==> src/rtl/pipe_stage_chain.sv <==
// pipe_stage_chain: elastic valid/ready register chain with bubble collapse, flush and occupancy count
module pipe_stage_chain #(
    parameter int DATA_W = 104,
    parameter int CTRL_W = 3,
    parameter int DEPTH = 1,
    localparam int CNT_W = $clog2(DEPTH + 1)
) (
    input  logic              clk,
    input  logic              rst,
    input  logic              in_valid,
    output logic              in_ready,
    input  logic [DATA_W-1:0] in_data,
    output logic              out_valid,
    input  logic              out_ready,
    output logic [DATA_W-1:0] out_data,
    input  logic              flush,
    output logic [CNT_W-1:0]  occupancy
);
    localparam logic [DATA_W-1:0] PAY_MASK = {DATA_W{1'b1}} >> CTRL_W;

    logic [DEPTH:0]      adv;
    logic [DEPTH-1:0]    v;
    logic [DEPTH-1:0]    v_nxt;
    logic [DATA_W-1:0]   d [DEPTH];
    logic [DATA_W-1:0]   d_nxt [DEPTH];
    logic [CNT_W-1:0]    cnt_nxt;
    logic                push;
    logic                src_v;
    logic [DATA_W-1:0]   src_d;

    // ready ripples back from the output; an empty stage always advances
    always_comb begin
        adv[DEPTH] = out_ready;
        for (int k = DEPTH - 1; k >= 0; k--) adv[k] = !v[k] || adv[k + 1];
    end

    assign in_ready  = adv[0] && !flush;
    assign push      = in_valid && in_ready;
    assign out_valid = v[DEPTH-1];
    assign out_data  = d[DEPTH-1];

    // per-stage next state: shift on advance, bubbles and kills carry a zero control field
    always_comb begin
        cnt_nxt = '0;
        src_v   = 1'b0;
        src_d   = '0;
        for (int k = 0; k < DEPTH; k++) begin
            src_v    = (k == 0) ? push : v[(k == 0) ? 0 : k - 1];
            src_d    = (k == 0) ? in_data : d[(k == 0) ? 0 : k - 1];
            v_nxt[k] = (rst || flush) ? 1'b0 : adv[k] ? src_v : v[k];
            d_nxt[k] = rst ? '0
                     : (!flush && adv[k] && src_v) ? src_d
                     : (flush || adv[k]) ? (d[k] & PAY_MASK)
                     : d[k];
            cnt_nxt  = cnt_nxt + CNT_W'(v_nxt[k]);
        end
    end

    // stage registers and occupancy move together so the count always matches v
    always_ff @(posedge clk) begin
        v         <= v_nxt;
        d         <= d_nxt;
        occupancy <= cnt_nxt;
    end
endmodule

==> config.mk <==
export PLATFORM = sky130hd
export DESIGN_NAME = pipe_stage_chain
export DESIGN_NICKNAME = d
export VERILOG_FILES = /design/src/rtl/pipe_stage_chain.sv
export SDC_FILE = /design/constraint.sdc
export NUM_CORES = 1
export LEC_CHECK = 0
export CORE_MARGIN = 2
export CORE_UTILIZATION = 40
export CTS_CLUSTER_DIAMETER = 60
export DETAILED_ROUTE_END_ITERATION = 8
export PLACE_DENSITY_LB_ADDON = 0.15
export SETUP_SLACK_MARGIN = 0.5
export SYNTH_ARGS = -nofsm -noshare
export SYNTH_HDL_FRONTEND = slang
export SYNTH_SLANG_ARGS = --single-unit
==> constraint.sdc <==
create_clock -name clk -period 3.4 [get_ports clk]
set_input_delay 0.34 -clock clk [delete_from_list [all_inputs] [get_ports clk]]
set_output_delay 0.34 -clock clk [all_outputs]
set_load 0.02 [all_outputs]
==> After elaboration in Yosys (flattened, before gate mapping) <==
Index checks and enable logic that the tools add are counted.
Widths: inputs -> output; s select.
{ "word_totals": {"wordCells": 15, "romBits": 0, "inputBits": 109, "latch_bits": 0, "mem_bits_rw": 0, "n_memories": 0, "register_bits": 105} }
{ "classes": {"add_sub_neg": 0, "eq_ne": 0, "shifts": 0, "n_mux": 3, "n_lt_le_gt_ge": 0, "n_bitwise": 0, "n_div": 0, "mul": 0, "reduce_logical": 9} }
{ "op_table": {"columns": ["cell", "count"], "rows": [
  ["$mux 104", 2],
  ["$logic_and 1x1->1", 3],
  ["$logic_or 1x1->1", 3],
  ["$logic_not 1->1", 2],
  ["$reduce_bool 2->1", 1],
  ["$mux 1", 1]
]} }

==> Depth between registers and ports, before layout <==
Gate-level depths: netlist of run 1.
{ "depth": {"ltp_word": 6, "mapped_depth": 5, "mapped_depth_nobuf": 3} }

==> Least setup slack after synthesis of run 1 <==
No wires, ideal clock.
{ "synth_path": {"path_type": "reg-to-reg", "start": "reg occupancy (netlist name)", "end": "reg d (netlist bit out_data[10])", "slack_ns": 2.071, "arrival_ns": 1.257, "required_time_ns": 3.328, "path_stages_with_launch": 6, "path_cell_list": "dfxtp_1 > nor2b_4 > nor3b_4 > buf_8 > buf_12 > mux2i_1"} }
{ "synth_lines": {"columns": ["item", "line", "source"], "rows": [
  ["end signal, assigned", "62", "d <= d_nxt;"],
  ["end, declared", "24", "logic [DATA_W-1:0] d [DEPTH];"]
]} }

==> Final worst setup path of run 1 <==
{ "layout_path": {"start": "in flush", "end": "out in_ready"} }
{ "layout_between": {"elab_chain_cells": 2} }
{ "layout_lines": {"columns": ["item", "line", "source"], "rows": [
  ["start, declared", "16", "input logic flush,"],
  ["$logic_not 1->1", "37", "assign in_ready = adv[0] && !flush;"],
  ["$logic_and 1x1->1", "37", null],
  ["end, declared", "11", "output logic in_ready,"]
]} }
Every way passes these cells.

==> flow_metrics.tcl, run 1 <==
set metrics [dict create \
    fin_worst_skew_ps 4.000 \
    place.gp.congestion 0.7434 \
    finalHoldViolations 0 \
    cts_inserted_buffers 9 \
    die_y_um 113.2 \
    yosysWarnings 0 \
    cts_root_buffer "clkbuf_16" \
    cts_tree "built" \
    instances_no_fill 792 \
    grt_max_degree 108 \
    cp_cell_sequence "clkdlybuf4s50_1, nor2_1, clkdlybuf4s50_1" \
    die-area_um2 12820 \
    core_area_um2 11520 \
    p_leak_nw 2.590 \
    crit_buf_inv 2 \
    crit_path_frequent_cell "clkdlybuf4s50_1" \
    drv_slew 0 \
    gr-total-overflow 0 \
    cts_resized 0 \
    maxCapViolCount 0 \
    area_growth_syn_to_layout_pct 48.89 \
    cp-start-kind "primary input" \
    finalSetupViolations 0 \
    post-route-period-util 0.5809 \
    setup_tns_ps 0 \
    cp.arrival_ps 1640 \
    violations "DRC" \
    grt_pass1_wl_mm 18.01 \
    final_util 0.6168 \
    drive_above_1_share 0.02619 \
    clkTransAtPathRegs_ps 70 \
    status "finished with violations" \
    critPathMaxFanout 5 \
    cp_slowest_stage_delay_ps 620 \
    final_common_cell "clkdlybuf4s50_1" \
    hold_path.class "reg -> reg" \
    drc 13 \
    cts_buffer_depth 2 \
    seq_area_frac_synth 0.4406 \
    post_drt_wl_per_cell_um 14.28 \
    num_vias 3645 \
    synth.cell_area_um2 4771 \
    critPathKind "in -> out" \
    h-tree-depth 3 \
    antenna_found_initial 0 \
    pwr_density_cell_nw_per_um2 398.1 \
    drt-pass1-iter-count 7 \
    ys_ff_latch 105 \
    min_period_ps 1975 \
    viasPerCell 4.602 \
    cts_hold_buf 0 \
    relSlewSlack 0.4449 \
    irDropWorstVdd_uv 260.1 \
    cpMaxStageDelayCell "clkdlybuf4s50_1" \
    syn-num-nets 562 \
    die_x_um 113.2 \
    initialDrtViolationCount 146 \
    post_cts_buffers 0 \
    rsz0062_at_grt "false" \
    routed_wl_mm 11.31 \
    num_antenna_cells 0 \
    hpwl_mm 7.964 \
    ys_types 15 \
    end_kind "output port" \
    grt_usage 0.1745 \
    final_nets 755 \
    ant_nets 0 \
    ios 216 \
    tightestPinTransition_ps 832.7 \
    rows 39 \
    fmax_mhz 506.3 \
    cts.sinks 105 \
    clock_latency_ps 340 \
    crit_family "buffers and inverters" \
    synth_area_per_cell_um2 10.53 \
    port_buffers 215 \
    grt_pass1_vias 3758 \
    synthCells 453 \
    most-common-layout-cells "214 x clkdlybuf4s50_1, 202 x nand2b_1, 105 x dfxtp_1" \
    initial_core_util 0.4143 \
    placed_cells 778 \
    cp.required_ps 3060 \
]
flip-flops by register name, summed over array words and instances (netlist names):
name       cells
occupancy      1
out_data     104
logic make-up after synthesis:
group	count (synthesis)	share of synthesized area
buffers and inverters	35	0.06294
DFF	105	0.4406
and+or+nand+nor	209	0.2790
muxes	101	0.2119
AOI/OAI and AO/OA	3	0.005508
per-stage QoR:
stage | power [mW] | area [µm²] | setup slack (ps) | hold WS (ps)
detailed placement | 1.901 | 6839 | 1254 | 459.8
floorplan | 1.637 | 4771 | 2071 | 419.3
global route | 2.949 | 7103 | 1352 | 486.0
global placement | 1.888 | 6839 | 1341 | 456.5
finish | 2.828 | 7103 | 1425 | 470.9
CTS | 2.865 | 7103 | 1417 | 473.7
power by group:
part           internal (mW)  switching (mW)  leakage (nW)
registers               1.29          0.0327         0.859
logic                  0.319           0.224          1.60
clock network          0.530           0.429         0.129
total                   2.14           0.685          2.59
area by class of cell:
cell class / count / area (µm²)
repair buffers: 217 / 2190
multi-input cells: 313 / 2369
fillers: 996 / 4413
flip-flops and latches: 105 / 2102
clock buffers: 14 / 264.0
well taps: 143 / 178.9
worst paths after layout:
check | startpoint | to | slack [ps] | depth (start not counted)
max | flush | in_ready | 1420 | 3
min | out_data[36] | out_data[36] | 470 | 2
max reg2reg | occupancy | out_data[92] | 1680 | 4
min reg2reg | out_data[36] | out_data[36] | 470 | 2
cell usage after synthesis:
cell      count  share of area
nor3b_4       1         0.0039
nand2b_1    202           0.26
mux2i_1     101           0.21
clkbuf_1     20          0.016
buf_12        9          0.038
a22o_1        3         0.0055
buf_8         1         0.0031
nor2b_4       1         0.0029
buf_2         3         0.0031
buf_4         2         0.0031
nor4b_2       1         0.0031
dfxtp_1     105           0.44
nor3b_1       1         0.0016
nor3_1        1         0.0010
nor2_1        2         0.0016
per-layer routing:
metal	part of all wire	global-route usage	wire length, µm	up-vias
met5	0	0	0	-
met4	0.018	0.07480	198	0
met3	0.097	0.06267	1098	16
met2	0.48	0.2914	5411	129
met1	0.41	0.2021	4599	1658
li1	-	-	-	1842
worst min-delay path: stages (launching register included):
cell,delay (ps)
dfxtp_1,310
nand2b_1,60
mux2i_1,50
Note: power is estimated with default switching activity, not from simulation.
==> run 2: changes to the inputs <==
Settings changed: CORE_UTILIZATION 40 to 38.
Clock period 3.4 ns to 1.6 ns, I/O delays scaled along.
==> flow_metrics.tcl, run 2 (synthesized netlist as in run 1, its figures left out) <==
set metrics [dict create \
    most-common-layout-cells "202 x nand2b_1, 107 x clkdlybuf4s50_1, 104 x dfxtp_1, 104 x buf_2, 99 x mux2i_1" \
    fmax_mhz 727.0 \
    clock_latency_ps 340 \
    rsz0062_at_grt "true" \
    viasPerCell 4.431 \
    layout_setup_ws_ps 224.5 \
    irDropWorstVdd_uv 481.5 \
    cp-start-kind "flip-flop" \
    h-tree-depth 3 \
    die-area_um2 13470 \
    status "complete, no violations" \
    num_vias 3718 \
    critPathKind "reg -> reg" \
    ant_nets 0 \
    cts_tree "built" \
    grt_usage 0.1674 \
    tightestPinTransition_ps 344.7 \
    final_nets 776 \
    antenna_found_initial 0 \
    final_common_cell "nand2b_1" \
    fin_worst_skew_ps 7.326 \
    core_area_um2 12110 \
    rows 40 \
    grt_max_degree 97 \
    drc 0 \
    cts.sinks 105 \
    pwr_density_cell_nw_per_um2 885.1 \
    cts_inserted_buffers 9 \
    cp.arrival_ps 1640 \
    drv_slew 0 \
    relSlewSlack 0.7696 \
    initial_core_util 0.3939 \
    r2r_setup_slack_ps 220 \
    finalSetupViolations 0 \
    maxCapViolCount 0 \
    hpwl_mm 8.440 \
    cts_root_buffer "clkbuf_16" \
    power.total_mw 6.160 \
    port_buffers 215 \
    post_drt_wl_per_cell_um 13.94 \
    largest_reg_flops 104 \
    die_y_um 116.1 \
    nFillCells 1109 \
    ff_latch_area_um2 2103 \
    drive_above_1_share 0.2280 \
    min_period_ps 1376 \
    place_ws_ps -115.6 \
    end_kind "flip-flop" \
    gr-total-overflow 0 \
    cp.required_ps 1870 \
    hold_path.class "in -> reg" \
    cts_buffer_depth 2 \
    place.gp.congestion 0.7218 \
    p_leak_nw 2.958 \
    finalHoldViolations 0 \
    grt_pass1_vias 3723 \
    die_x_um 116.1 \
    ios 216 \
    area_growth_syn_to_layout_pct 45.87 \
    clkTransAtPathRegs_ps 70 \
    routed_wl_mm 11.70 \
    multi_input_area_um2 2384 \
    grt_pass1_wl_mm 17.74 \
    initialDrtViolationCount 137 \
    num_antenna_cells 0 \
    post-route-period-util 0.8597 \
    critPathMaxFanout 8 \
    holdWs_ps 148.1 \
    drt-pass1-iter-count 4 \
]
[run 2: through the flow]
stage                     setup TNS (ps)  utilization  cells  instance area, µm²
final                                  0       0.5746    839                6959
after global routing                   0       0.5746    839                6959
after CTS                              0       0.5644    832                6835
after detailed placement           -5043       0.5789    816                7012
after global placement             -1097       0.5789    816                7012
after floorplan                        0            -    453                4777
[run 2: critical path, stage by stage (launching register included)]
cell       delay (ps)
dfxtp_2           320
nor2b_4           130
nor3b_4           250
buf_6             230
clkbuf_16         180
mux2i_1           190
[run 2: report_power, final]
part	internal, mW	switching (mW)
Combinational	0.616	0.497
Clock	1.29	0.946
Sequential	2.75	0.0659
[run 2: what timing repair did]
item | in CTS | in global routing
pin swaps | 0 | 0
setup endpoints to repair | 208 | 113
resized for setup | 416 | 27
hold buffers | 0 | 0
setup buffers | 1 | 2
gates cloned | 0 | 5
[run 2: worst paths after layout]
check | start | endpoint | cells after the start
setup / recovery | occupancy | out_data[99] | 5
hold reg to reg | out_data[94] | out_data[94] | 2
setup reg to reg | occupancy | out_data[99] | 5
hold / removal | rst | occupancy | 2
[run 2: metal layers]
layer,GRT usage,vias up,routed length (µm)
li1,-,1883,-
met1,0.1981,1692,5044
met2,0.2733,131,5413
met3,0.06695,12,1041
met4,0.06429,0,198
met5,0,-,0
[run 2: area by class of cell]
| class | count | share of cell area |
|---|---|---|
| multi-input combinational | 313 | 0.3425 |
| timing repair buffer | 238 | 0.2825 |
| clock buffer | 12 | 0.03686 |
| sequential | 105 | 0.3022 |
| tap | 168 | 0.03021 |
| clock inverter | 3 | 0.005753 |
==> run 3: changes to the inputs <==
Settings changed: PLACE_DENSITY set to 0.77, PLACE_DENSITY_LB_ADDON 0.15 to not set.
==> flow_metrics.tcl, run 3 (synthesized netlist as in run 1, its figures left out) <==
set metrics [dict create \
    critPathMaxFanout 6 \
    cp.required_ps 1860 \
    ant_nets 0 \
    post-route-period-util 0.8427 \
    h-tree-depth 3 \
    viasPerCell 4.511 \
    clkPwrFrac 0.330 \
    ios 216 \
    end_kind "flip-flop" \
    num_vias 3776 \
    port_buffers 215 \
    hold_end "occupancy" \
    cts.sinks 105 \
    place.gp.congestion 0.7512 \
    critPathKind "reg -> reg" \
    fin_worst_skew_ps 3.814 \
    rsz0062_at_grt "true" \
    seqPwrFrac 0.481 \
    die-area_um2 13470 \
    drive_above_1_share 0.2212 \
    drv_slew 0 \
    p_leak_nw 2.908 \
    cts_root_buffer "clkbuf_16" \
    cts_inserted_buffers 9 \
    grt_usage 0.1720 \
    relSlewSlack 0.7618 \
    cts_tree "built" \
    most-common-layout-cells "202 x nand2b_1, 107 x clkdlybuf4s50_1, 104 x dfxtp_1, 104 x buf_2, 99 x mux2i_1" \
    hpwl_mm 8.651 \
    tightestPinTransition_ps 357.3 \
    cp.arrival_ps 1610 \
    hold_depth 2 \
    rows 40 \
    num_antenna_cells 0 \
    gr-total-overflow 0 \
    hold_path.class "in -> reg" \
    clock_latency_ps 340 \
    area_growth_syn_to_layout_pct 43.67 \
    core_area_um2 12110 \
    placedInstanceArea_um2 7039 \
    drc 0 \
    cp-start-kind "flip-flop" \
    timing.rr.end "out_data[64]" \
    p_switching_mw 1.460 \
    reg2reg_depth 5 \
    initialDrtViolationCount 122 \
    final_nets 775 \
    routed_wl_mm 11.76 \
    pwr_density_cell_nw_per_um2 853.6 \
    cts_hold_buf 0 \
    antenna_found_initial 0 \
    rr_startpoint "occupancy" \
    min_period_ps 1348 \
    die_y_um 116.1 \
    die_x_um 116.1 \
    grt_pass1_wl_mm 18.22 \
    swShare 0.2496 \
    clkTransAtPathRegs_ps 60 \
    irDropWorstVdd_uv 510.9 \
    grt_max_degree 85 \
    finalHoldViolations 0 \
    status "complete, no violations" \
    finalSetupViolations 0 \
    postLayoutCellArea_um2 6854 \
    maxCapViolCount 0 \
    largest_reg_flops 104 \
    post_drt_wl_per_cell_um 14.05 \
    fmax_mhz 741.7 \
    pwr-share-comb 0.188 \
    initial_core_util 0.3939 \
    hold_start "rst" \
    drt-pass1-iter-count 4 \
    grt_pass1_vias 3832 \
    power.internal_mw 4.390 \
    final_common_cell "nand2b_1" \
    cts_buffer_depth 2 \
    setup_tns_ps 0 \
    r2r_setup_slack_ps 250 \
]
-- run 3: changes by cell type in the layout (fill, tap and decap cells not counted), sizes merged --
cell    before  now
bufinv       1    0
clkinv       2    1
buf        127  130
clkbuf      16   13
-- run 3: worst max-delay path by stage --
stage / start / endpoint / cells after the start
finish: occupancy / out_data[64] / 5
global route: occupancy / out_data[2] / 5
CTS: occupancy / out_data[64] / 5
detailed placement: out_ready / out_data[3] / 6
global placement: out_ready / out_data[10] / 6
floorplan: occupancy / out_data[10] / 5
-- run 3: area by class of cell --
| cell class | count | area [µm²] |
|---|---|---|
| clock buffer | 13 | 240.2 |
| clock inverter | 1 | 5.005 |
| fill | 1138 | 5258 |
| multi-input combinational | 313 | 2392 |
| sequential | 105 | 2103 |
| tap | 168 | 210.2 |
| timing repair buffer | 237 | 1903 |
-- run 3: layer usage --
layer / routed length (µm) / up-vias / part of all wire / track usage
met5: 0 / - / 0 / 0
met4: 250 / 0 / 0.021 / 0.07381
met2: 5808 / 139 / 0.49 / 0.2908
li1: - / 1881 / - / -
met3: 986 / 19 / 0.084 / 0.06224
met1: 4710 / 1737 / 0.40 / 0.1964
-- run 3: stage by stage --
step	cells	worst slack, ps	hold slack (ps)	utilization	total power, mW
finish	837	251.7	285.3	0.5659	5.851
floorplan	453	313.6	231.8	-	3.480
CTS	835	247.7	272.9	0.5647	5.922
global placement	818	10.65	457.2	0.5812	4.063
detailed placement	818	-72.75	463.3	0.5812	4.088
global route	837	189.1	319.5	0.5659	6.106
-- run 3: power by group through the flow --
stage,clock network (mW),logic [mW],registers (mW)
final,1.93,1.10,2.82
after detailed placement,0,1.21,2.88
after global routing,2.09,1.18,2.83
after CTS,2.00,1.11,2.82
after global placement,0,1.19,2.87
after floorplan,0,0.442,3.04
-- run 3: timing repair --
action                                  in CTS  in global routing
pin swaps                                    0                  1
setup buffers                                3                  2
resized for setup                          426                 20
endpoints found under the setup margin     211                110
-- run 3: worst max-delay path, cell delays in order (launching register included) --
cell and delay (ps):
dfxtp_2 330, nor2b_4 140, nor3b_4 230, buf_6 190, buf_4 170, mux2i_1 210
